`src/rtl/fetch_pkg.sv`:
```
// fetch_pkg: widths and the entry record shared by the fetch queue and its
// storage array.
//   PC_W       : program counter width
//   INSTR_W    : instruction word width
//   fq_entry_t : one buffered {pc, instr} pair
package fetch_pkg;

  localparam int PC_W    = 64;
  localparam int INSTR_W = 32;

  typedef struct packed {
    logic [PC_W-1:0]    pc;
    logic [INSTR_W-1:0] instr;
  } fq_entry_t;

endpackage

```
`src/rtl/fq_storage.sv`:
```
// fq_storage: DEPTH-entry register array for the fetch queue.
//   clk     : system clock, rising edge
//   we_i    : write enable
//   waddr_i : write address
//   wdata_i : entry to write
//   raddr_i : read address
//   rdata_o : entry at raddr_i (combinational read)
// The array has no reset; the queue control never exposes an entry that was
// not written since the last reset or flush.
module fq_storage
  import fetch_pkg::*;
#(
  parameter int DEPTH = 4,
  parameter int AW    = $clog2(DEPTH)
) (
  input  logic            clk,
  input  logic            we_i,
  input  logic [AW-1:0]   waddr_i,
  input  fq_entry_t       wdata_i,
  input  logic [AW-1:0]   raddr_i,
  output fq_entry_t       rdata_o
);

  fq_entry_t mem_q [DEPTH];

  always_ff @(posedge clk) begin
    if (we_i) begin
      mem_q[waddr_i] <= wdata_i;
    end
  end

  // First-word-fall-through: the head is visible without a read cycle.
  assign rdata_o = mem_q[raddr_i];

endmodule

```
`src/rtl/fetch_queue.sv`:
```
// fetch_queue: instruction queue between fetch and decode.
//   clk          : system clock, rising edge
//   reset        : asynchronous, active-low reset
//   enq_valid_F  : fetch presents an instruction
//   enq_pc_F     : PC of the presented instruction
//   enq_instr_F  : presented instruction word
//   enq_ready_F  : queue can accept (gates the fetch PC register)
//   flush_F      : redirect; discards every buffered entry
//   deq_valid_D  : head entry valid for decode
//   deq_pc_D     : head PC (0 when not valid)
//   deq_instr_D  : head instruction (0 when not valid)
//   deq_ready_D  : decode consumes the head
//   count        : number of occupied entries
// PC_W / INSTR_W must match the widths in fetch_pkg, which size the entries.
module fetch_queue #(
  parameter int DEPTH   = 4,
  parameter int PC_W    = 64,
  parameter int INSTR_W = 32
) (
  input  logic                     clk,
  input  logic                     reset,
  input  logic                     enq_valid_F,
  input  logic [PC_W-1:0]          enq_pc_F,
  input  logic [INSTR_W-1:0]       enq_instr_F,
  output logic                     enq_ready_F,
  input  logic                     flush_F,
  output logic                     deq_valid_D,
  output logic [PC_W-1:0]          deq_pc_D,
  output logic [INSTR_W-1:0]       deq_instr_D,
  input  logic                     deq_ready_D,
  output logic [$clog2(DEPTH):0]   count
);
  import fetch_pkg::*;

  localparam int AW = $clog2(DEPTH);
  localparam int CW = AW + 1;

  logic [AW-1:0] wr_ptr_q, wr_ptr_d;
  logic [AW-1:0] rd_ptr_q, rd_ptr_d;
  logic [CW-1:0] count_q,  count_d;

  logic      enq_fire;
  logic      deq_fire;
  fq_entry_t wr_entry;
  fq_entry_t rd_entry;

  // Ready/valid come only from the registered count, so deq_ready_D has no
  // combinational path to enq_ready_F and a full queue never bypasses.
  assign enq_ready_F = (count_q != CW'(DEPTH));
  assign deq_valid_D = (count_q != '0);
  assign count       = count_q;

  assign enq_fire = enq_valid_F & enq_ready_F & ~flush_F;
  assign deq_fire = deq_valid_D & deq_ready_D & ~flush_F;

  assign wr_entry.pc    = enq_pc_F;
  assign wr_entry.instr = enq_instr_F;

  fq_storage #(
    .DEPTH (DEPTH),
    .AW    (AW)
  ) u_storage (
    .clk     (clk),
    .we_i    (enq_fire),
    .waddr_i (wr_ptr_q),
    .wdata_i (wr_entry),
    .raddr_i (rd_ptr_q),
    .rdata_o (rd_entry)
  );

  // Stale storage must never leak to decode.
  assign deq_pc_D    = deq_valid_D ? rd_entry.pc    : '0;
  assign deq_instr_D = deq_valid_D ? rd_entry.instr : '0;

  always_comb begin
    wr_ptr_d = wr_ptr_q;
    rd_ptr_d = rd_ptr_q;
    count_d  = count_q;
    if (flush_F) begin
      wr_ptr_d = '0;
      rd_ptr_d = '0;
      count_d  = '0;
    end else begin
      if (enq_fire) begin
        wr_ptr_d = wr_ptr_q + AW'(1);
      end
      if (deq_fire) begin
        rd_ptr_d = rd_ptr_q + AW'(1);
      end
      // Simultaneous enq+deq leaves the occupancy unchanged.
      if (enq_fire && !deq_fire) begin
        count_d = count_q + CW'(1);
      end else if (deq_fire && !enq_fire) begin
        count_d = count_q - CW'(1);
      end
    end
  end

  always_ff @(posedge clk or negedge reset) begin
    if (!reset) begin
      wr_ptr_q <= '0;
      rd_ptr_q <= '0;
      count_q  <= '0;
    end else begin
      wr_ptr_q <= wr_ptr_d;
      rd_ptr_q <= rd_ptr_d;
      count_q  <= count_d;
    end
  end

endmodule

```
`config.mk`:
```
export PLATFORM = sky130hd
export DESIGN_NAME = fetch_queue
export DESIGN_NICKNAME = d
export VERILOG_FILES = /design/src/rtl/fetch_pkg.sv /design/src/rtl/fq_storage.sv /design/src/rtl/fetch_queue.sv
export SDC_FILE = /design/constraint.sdc
export NUM_CORES = 1
export LEC_CHECK = 0
export CORE_MARGIN = 4
export CORE_UTILIZATION = 59
export DETAILED_ROUTE_END_ITERATION = 8
export PLACE_DENSITY = 0.95
export SLEW_MARGIN = 25
export SYNTH_ARGS = -nofsm -noshare
export SYNTH_HDL_FRONTEND = slang
export SYNTH_HIERARCHICAL = 1
export SYNTH_SLANG_ARGS = --single-unit
```
`constraint.sdc`:
```
create_clock -name clk -period 18.3 [get_ports clk]
set_input_delay 2.745 -clock clk [delete_from_list [all_inputs] [get_ports clk]]
set_output_delay 2.745 -clock clk [all_outputs]
set_load 0.1 [all_outputs]
```
# --- After elaboration in Yosys (flattened, before gate mapping) ---
# Memories as Yosys holds them, arrays and structs flattened.
# Cells that the tools add are included.
classes:
  addsub: 4
  n_eq_ne: 1
  mux: 11
  bitwise: 5
  reduce_logical: 8
op_table:
  columns: ["operator", "count"]
  rows:
  - ["$mux 64", 1]
  - ["$mux 32", 1]
  - ["$mux 3", 3]
  - ["$mux 2", 4]
  - ["$reduce_bool 3->1", 2]
  - ["$add 2x1->2 const B", 2]
  - ["$and 1x1->1", 4]
  - ["$reduce_bool 2->1", 2]
  - ["$add 3x1->3 const B", 1]
  - ["$ne 3x3->1 const B", 1]
  - ["$sub 3x1->3 const B", 1]
  - ["$logic_and 1x1->1", 2]
  - ["$logic_not 1->1", 2]
  - ["$mux 1", 2]
  - ["$not 1->1", 1]
word_totals:
  reg_bits: 7
  ram_bits: 384
  in_bits: 101
  out_inout_bits: 101
  elab_cells: 33
  mem_count: 1
mem_list:
  columns: ["name", "words", "word_bits", "rd", "rd_ports_with_merged_regs", "wr", "line_no", "text"]
  rows:
  - ["u_storage.mem_q", 4, 96, 1, 0, 1, "fq_storage.sv:24", "fq_entry_t mem_q [DEPTH];"]

# --- Logic depth before layout (Yosys ltp) ---
logic_depth:
  ltp_word: 8
  depth_mapped: 9
  depth_no_buf: 8

# --- Modules after synthesis ---
# Netlist, hierarchy kept.
by_module_without_submodules:
  columns: ["module", "instances", "cells_each", "area_per_inst_um2", "seq_area_each_um2"]
  rows:
  - ["fq_storage", 1, 506, 13874.6, 11531.1]
  - ["fetch_queue", 1, 163, 1239.9, 175.2]

# --- Worst setup path before layout ---
# Ideal clock, no wire load.
synth_timing:
  path_kind: "input to register"
  from: "input port enq_valid_F"
  to: "memory u_storage/mem_q[0][0] in the netlist's numbering, enable pin"
  setup_time_ps: 688
  t_arrival_ps: 10172
  required_time_ps: 17612
  path_slack_ps: 7439
  path_stages: 4
  n_path_buf: 1
  cell_sequence: "buf_2 nand2_1 nor2_1 nor3b_1"
synth_between:
  elab_chain_cells: 4
synth_rtl:
  columns: ["element", "line_no", "text"]
  rows:
  - ["start, declared", "fetch_queue.sv:22", "input logic enq_valid_F,"]
  - ["$and 1x1->1 (2 in a row)", "fetch_queue.sv:53", "assign enq_fire = enq_valid_F & enq_ready_F & ~flush_F;"]
  - ["via enq_fire", "fetch_queue.sv:42", "logic enq_fire;"]
  - ["$mux 1", "fq_storage.sv:27", "if (we_i) begin"]
  - ["$mux 1 (not written as such)", "fq_storage.sv:28", "mem_q[waddr_i] <= wdata_i;"]
  - ["end, declared", "fq_storage.sv:24", null]
# The timed path passes the listed nets, and every way through them passes these cells.

==> results_dict.tcl <==
set metrics [dict create \
    syn_inst 669 \
    layout-drive-gt1-share_pct 21.34 \
    clk_latency_ns 0.52 \
    die_w_um 168.1 \
    ys_seq_area_share_pct 77.45 \
    critPathMaxFanout 57 \
    final_cell_mix "edfxtp_1 (384), clkdlybuf4s50_1 (201), mux4_2 (96)" \
    multi_input_comb_area_um2 3157 \
    fin_skew_ns 0.02941 \
    critPathMaxStageDelay_ns 1.16 \
    rows 58 \
    cts_root_buffer "clkbuf_16" \
    wire_per_inst_um 24.49 \
    post-route-util_pct 74.03 \
    start_util_pct 60.02 \
    die_y_um 168.1 \
    worst_pin_slew_ns 1.029 \
    synth_top_family_by_area "multiplexers" \
    cp_cell_sequence "buf_4 -> mux4_2 -> and2_1 -> clkdlybuf4s50_1" \
    fmax_mhz 151.3 \
    finalCritPeriodShare_pct 36.11 \
    cts_buffers 38 \
    finalHoldViolCount 0 \
    postCtsResizedCells 0 \
    core_um2 25180 \
    synth-simple-area-share_pct 5.356 \
    p_leak_nw 5.924 \
    grt_max_degree 98 \
    slowest_stage "clkdlybuf4s50_1" \
    synth_seq_cells 391 \
    clk_path_buf_depth 3 \
    crit_path_start_kind "flip-flop" \
    synthMuxAreaShare_pct 14.45 \
    ys_dominant_reg_cell "edfxtp_1" \
    irDropWorstVdd_v 0.0001397 \
    port_buffers 201 \
    synthDistinctLibCells 34 \
    yosysWarnings 6 \
    synth_area_um2 15110 \
    layout.nets 983 \
    drtIter0Drc 663 \
    die_area_um2 28240 \
    clk_pin_slew_ns 0.07 \
    htreeDepth 2 \
    grt_usage_pct 21.96 \
    synth.avg_cell_area_um2 22.59 \
    setup_viol 0 \
    antenna_found_initial 3 \
    maxCapViolations 0 \
    dp_hpwl_mm 17.68 \
    status "complete, no violations" \
    fillCellCount 1333 \
    ant_nets 0 \
    relSlewSlack_pct 31.20 \
    min_period_ns 6.607 \
    netlist_top_cells_area "edfxtp_1 (76%), mux4_2 (14%), and2_1 (2.7%)" \
    synth-async-reset-ratio_pct 1.790 \
    synth_xor_area_share_pct 0.1738 \
    synth_top_area_share_pct 76.29 \
    seqCellArea_um2 11710 \
    power_density_nw_per_um2 158.4 \
    drc 0 \
    holdWs_ns 0.6581 \
    synth-compound-area-share_pct 0.6209 \
    grt_first_pass_wirelength_mm 47.00 \
    grt-ovfl-total 0 \
    required_ns 15.55 \
    cts_hold_buf 0 \
    pin_count 202 \
    path_class "reg -> out" \
    holdCritPathClass "reg -> reg" \
    vias 7290 \
    finalMaxSlewViolations 0 \
    area_delta_synth_final_pct 23.34 \
    critical_path.endpoint_type "primary output" \
    post-synth-top-area-cell "edfxtp_1" \
    cts_tree "done" \
    tns_ns 0 \
    firstDrtPassIters 5 \
    viasPerCell 5.879 \
    synth_nets 771 \
    synth_edf_count 384 \
    arrival_ns 3.86 \
    grt_pass1_vias 7798 \
    synthAdderAreaFrac_pct 0.1325 \
    final_common_cell "edfxtp_1" \
    wl_mm 30.37 \
    gp_congestion 0.7518 \
    cts_sinks 391 \
    rsz0062_at_grt "false" \
    post-cts-setup-buffer-count 0 \
]
path summary, 6_finish.rpt:
path | startpoint | to | slack, ns | cells after the start
hold / removal | count[2] | count[2] | 0.66 | 1
setup / recovery | rd_ptr_q[1] | deq_instr_D[15] | 11.69 | 4
min in group asynchronous | reset | count[1] | 2.51 | 1
hold reg to reg | count[2] | count[2] | 0.66 | 1
max in group asynchronous | reset | rd_ptr_q[0] | 15.48 | 1
setup reg to reg | count[0] | u_storage/mem_q[2][7] | 15.23 | 6
state kept, by name, indices dropped and copies added (netlist names):
register and flops:
wr_ptr_q 2, rd_ptr_q 2, count 3, u_storage/mem_q 384
worst max-delay path: cells and delay by family, from the launching register on:
family,cells,cell delay [ns]
AND/OR/NAND/NOR,1,0.18
flip-flops,1,0.85
multiplexers,1,0.35
buffers and inverters,2,1.93
synth_stat cells, drive strengths merged, types with 3 or more instances:
cell / count
and2: 96
and3b: 3
buf: 26
clkbuf: 12
dfrtp: 7
edfxtp: 384
inv: 6
mux4: 96
nand3: 3
nor2: 6
nor3b: 3
layout make-up:
type                       count  share of cell area, %
multi-input combinational    234                  16.93
antenna                        1                0.01342
clock buffer                  49                  5.665
tap                          330                  2.215
timing repair buffer         210                  11.39
inverter                       6                 0.1208
clock inverter                19                 0.8256
sequential                   391                  62.84
routing by layer:
| layer | vias up | track usage (%) | share of wire [%] |
|---|---|---|---|
| met3 | 62 | 5.541 | 7.1 |
| met2 | 299 | 37.49 | 53 |
| met4 | 6 | 5.610 | 2.4 |
| met5 | - | 0 | 0.11 |
| li1 | 3156 | - | - |
| met1 | 3767 | 28.85 | 38 |
stage by stage:
step	instances	area, µm²	power [W]	worst slack, ns
after CTS	1237	18580	0.002971	11.08
after floorplan	669	15110	0.001981	7.439
after global placement	1169	17370	0.002201	11.68
final	1240	18640	0.002953	11.69
after detailed placement	1169	17370	0.002215	11.62
after global routing	1239	18640	0.003056	11.54
report_power, final:
group	internal (W)	switching (W)
combinational	0.000329	0.000826
clock	0.000448	0.000303
sequential	0.00102	0.0000243
kinds of logic after synthesis:
| logic type | count (synthesis) |
|---|---|
| DFF | 391 |
| and+or+nand+nor | 119 |
| muxes | 98 |
| buffers and inverters | 44 |
| AOI/OAI and AO/OA | 13 |
| xor gates and xnor gates | 3 |
| adders and majority gates | 1 |
No activity file was read; power rests on OpenSTA's default activity.
==> RTL edit: new RTL, config.mk and constraints unchanged <==
`DEPTH` is set to 4 in 2 places; all go to 8.
--- a/src/rtl/fq_storage.sv
+++ b/src/rtl/fq_storage.sv
@@ -10,7 +10,7 @@
 module fq_storage
   import fetch_pkg::*;
 #(
-  parameter int DEPTH = 4,
+  parameter int DEPTH = 8,
   parameter int AW    = $clog2(DEPTH)
 ) (
   input  logic            clk,
--- a/src/rtl/fetch_queue.sv
+++ b/src/rtl/fetch_queue.sv
@@ -13,7 +13,7 @@
 //   count        : number of occupied entries
 // PC_W / INSTR_W must match the widths in fetch_pkg, which size the entries.
 module fetch_queue #(
-  parameter int DEPTH   = 4,
+  parameter int DEPTH   = 8,
   parameter int PC_W    = 64,
   parameter int INSTR_W = 32
 ) (
Interface: changed (resized count); port bits go from 202 to 203. The function was not compared with the original's and may differ.
==> RTL edit against the unedited design <==
- cell area up 90%
- clock power up 98%
- wire length up 110%
- worst setup slack worse by 0.59 ns
- first-iteration DRC count up 140%
- global-route usage up 1.9 points
- area after synthesis up 100%
- sequential cell count up 387
- via count up 94%
- clock skew down 0.011 ns
- power up 100%
- critical path type unchanged
- largest cell class unchanged
==> RTL edit: results (changes against the unedited design) <==
* Status: finished, final reports clean
* Worst-Skew Late Latency at 0.58 ns (+0.06 ns)
* Met2 Usage GRT at 0.395 (+0.0198)
* Switching share of power at 0.396 (+0.00546)
* Area after DPL at 0.0329 mm^2 (+90%)
* Setup TNS at 0 ns (unchanged)
* Slowest CP cell: clkdlybuf4s50_1
* Post-synth top cells: 768 x edfxtp_1, 192 x mux4_2, 96 x and2_1, 96 x mux2_2, 30 x clkbuf_1
* Post-Route Skew at 0.0184 ns (-0.0110 ns)
* DP HPWL at 33,700 um (+91%)
* Vias in the first global route at 15.1k (+94%)
* DR WL/cell at 28.4 um (+16%)
* Met1 GRT Util at 0.330 (+0.0412)
* H-tree levels at 3 (+1)
* Crit path max-delay family: buffers and inverters
* Largest Register: u_storage/mem_q
* Syn Nets at 1,404 (+82%)
* Placed cell count at 2,129 (+82%)
* Gp weighted congestion at 0.718 (-4.5%)
* Top layer in use: met5
* Met2 WL at 32,700 um (+110%)
* Iteration-0 DRC Markers at 1,569 (+140%)
* Worst EP arrival at 4.45 ns (+0.59 ns)
* Vias per cell at 6.25 (+6.4%)
* Global-route wire length before repair at 96,200 um (+100%)
* Async SR Flop Fraction at 0.0129 (-0.00505)
* Rel. slew slack at 0.297 (-0.0147)
* Crit-path max cell delay at 0.98 ns (-0.18 ns)
* Max clock buf depth at 3 (unchanged)
* Maximum vdd ir drop at 0.190 mV (+36%)
* Number of synthesized flops with an enable pin at 768 (+100%)
* Via Count at 14.2k (+94%)
* CP Max Fanout at 46 (-19%)
* NumNets Final at 1,643 (+67%)
* Post-synthesis sequential area ratio at 0.771 (-0.00334)
* Max reg flops at 768 (+100%)
* Post-Place Setup Slack at 11.37 ns (-0.250 ns)
* Synth warnings at 6 (unchanged)
* Cell count after synthesis at 1,298 (+94%)
* Met3 wire length at 5460 um (+150%)
* Port bufs at 202 (+0.50%)
* Synth area leader: edfxtp_1
* Lkg Pwr at 10.9 nW (+85%)
* Global-route met3 utilization at 0.0526 (-0.00281)
* Cts bufs inserted at 76 (+100%)
* Pin count of the biggest net entering global routing at 71 (-28%)
* PostCTS Resize Cnt at 0 (unchanged)
* Wire length on met1 at 24,500 um (+110%)
* Post-synthesis cell type count at 39 (+15%)
* Area contributors post-synth: edfxtp_1 76%, mux4_2 14%, mux2_2 3.6%, and2_1 2.0%, dfrtp_1 0.83%
* GRT Total Usage at 0.239 (+0.0192)
* Share of cells above drive strength 1 at 0.275 (+0.0612)
* Initial antenna violation count at 7 (+4)
RTL edit: power groups by stage:
stage | combinational (mW) | clock, mW | sequential (mW)
5_1_grt | 2.47 | 1.60 | 2.09
4_1_cts | 2.38 | 1.52 | 2.10
6_report | 2.39 | 1.49 | 2.08
2_1_floorplan | 1.87 | 0 | 2.12
3_3_place_gp | 2.34 | 0 | 2.13
3_5_place_dp | 2.36 | 0 | 2.14
RTL edit: kinds of logic after synthesis:
kind of cell / synth area share
flops: 0.771
mux: 0.179
simple gates: 0.0270
buf+inv: 0.0142
compound gates: 0.00472
xor+xnor: 0.00145
fa+ha+maj: 0.00232
RTL edit: final cells by class:
| class | count | area, um^2 |
|---|---|---|
| Sequential cell | 778 | 23300 |
| Antenna cell | 2 | 5.00 |
| Tap cell | 672 | 841 |
| Clock buffer | 95 | 2040 |
| Clock inverter | 37 | 334 |
| Fill cell | 2792 | 15000 |
| Inverter | 6 | 22.5 |
| Multi-Input combinational cell | 448 | 6550 |
| Timing Repair Buffer | 227 | 2250 |
RTL edit: worst min-delay path, delay by kind of cell, from the launching register on:
family | cells | cell delay (ns)
XOR/XNOR | 1 | 0.09
AND/OR/NAND/NOR | 1 | 0.08
flip-flops | 1 | 0.40
RTL edit: final timing paths:
check                            start  slack [ns]  cells past startpoint                     end
max in group asynchronous        reset       15.45                      1             rd_ptr_q[2]
min in group asynchronous        reset        2.49                      1             wr_ptr_q[2]
setup reg to reg              count[1]       14.40                      8  u_storage/mem_q[2][40]
hold / removal             wr_ptr_q[2]        0.61                      2             wr_ptr_q[2]
hold reg to reg            wr_ptr_q[2]        0.61                      2             wr_ptr_q[2]
setup / recovery           rd_ptr_q[0]       11.10                      6             deq_pc_D[0]
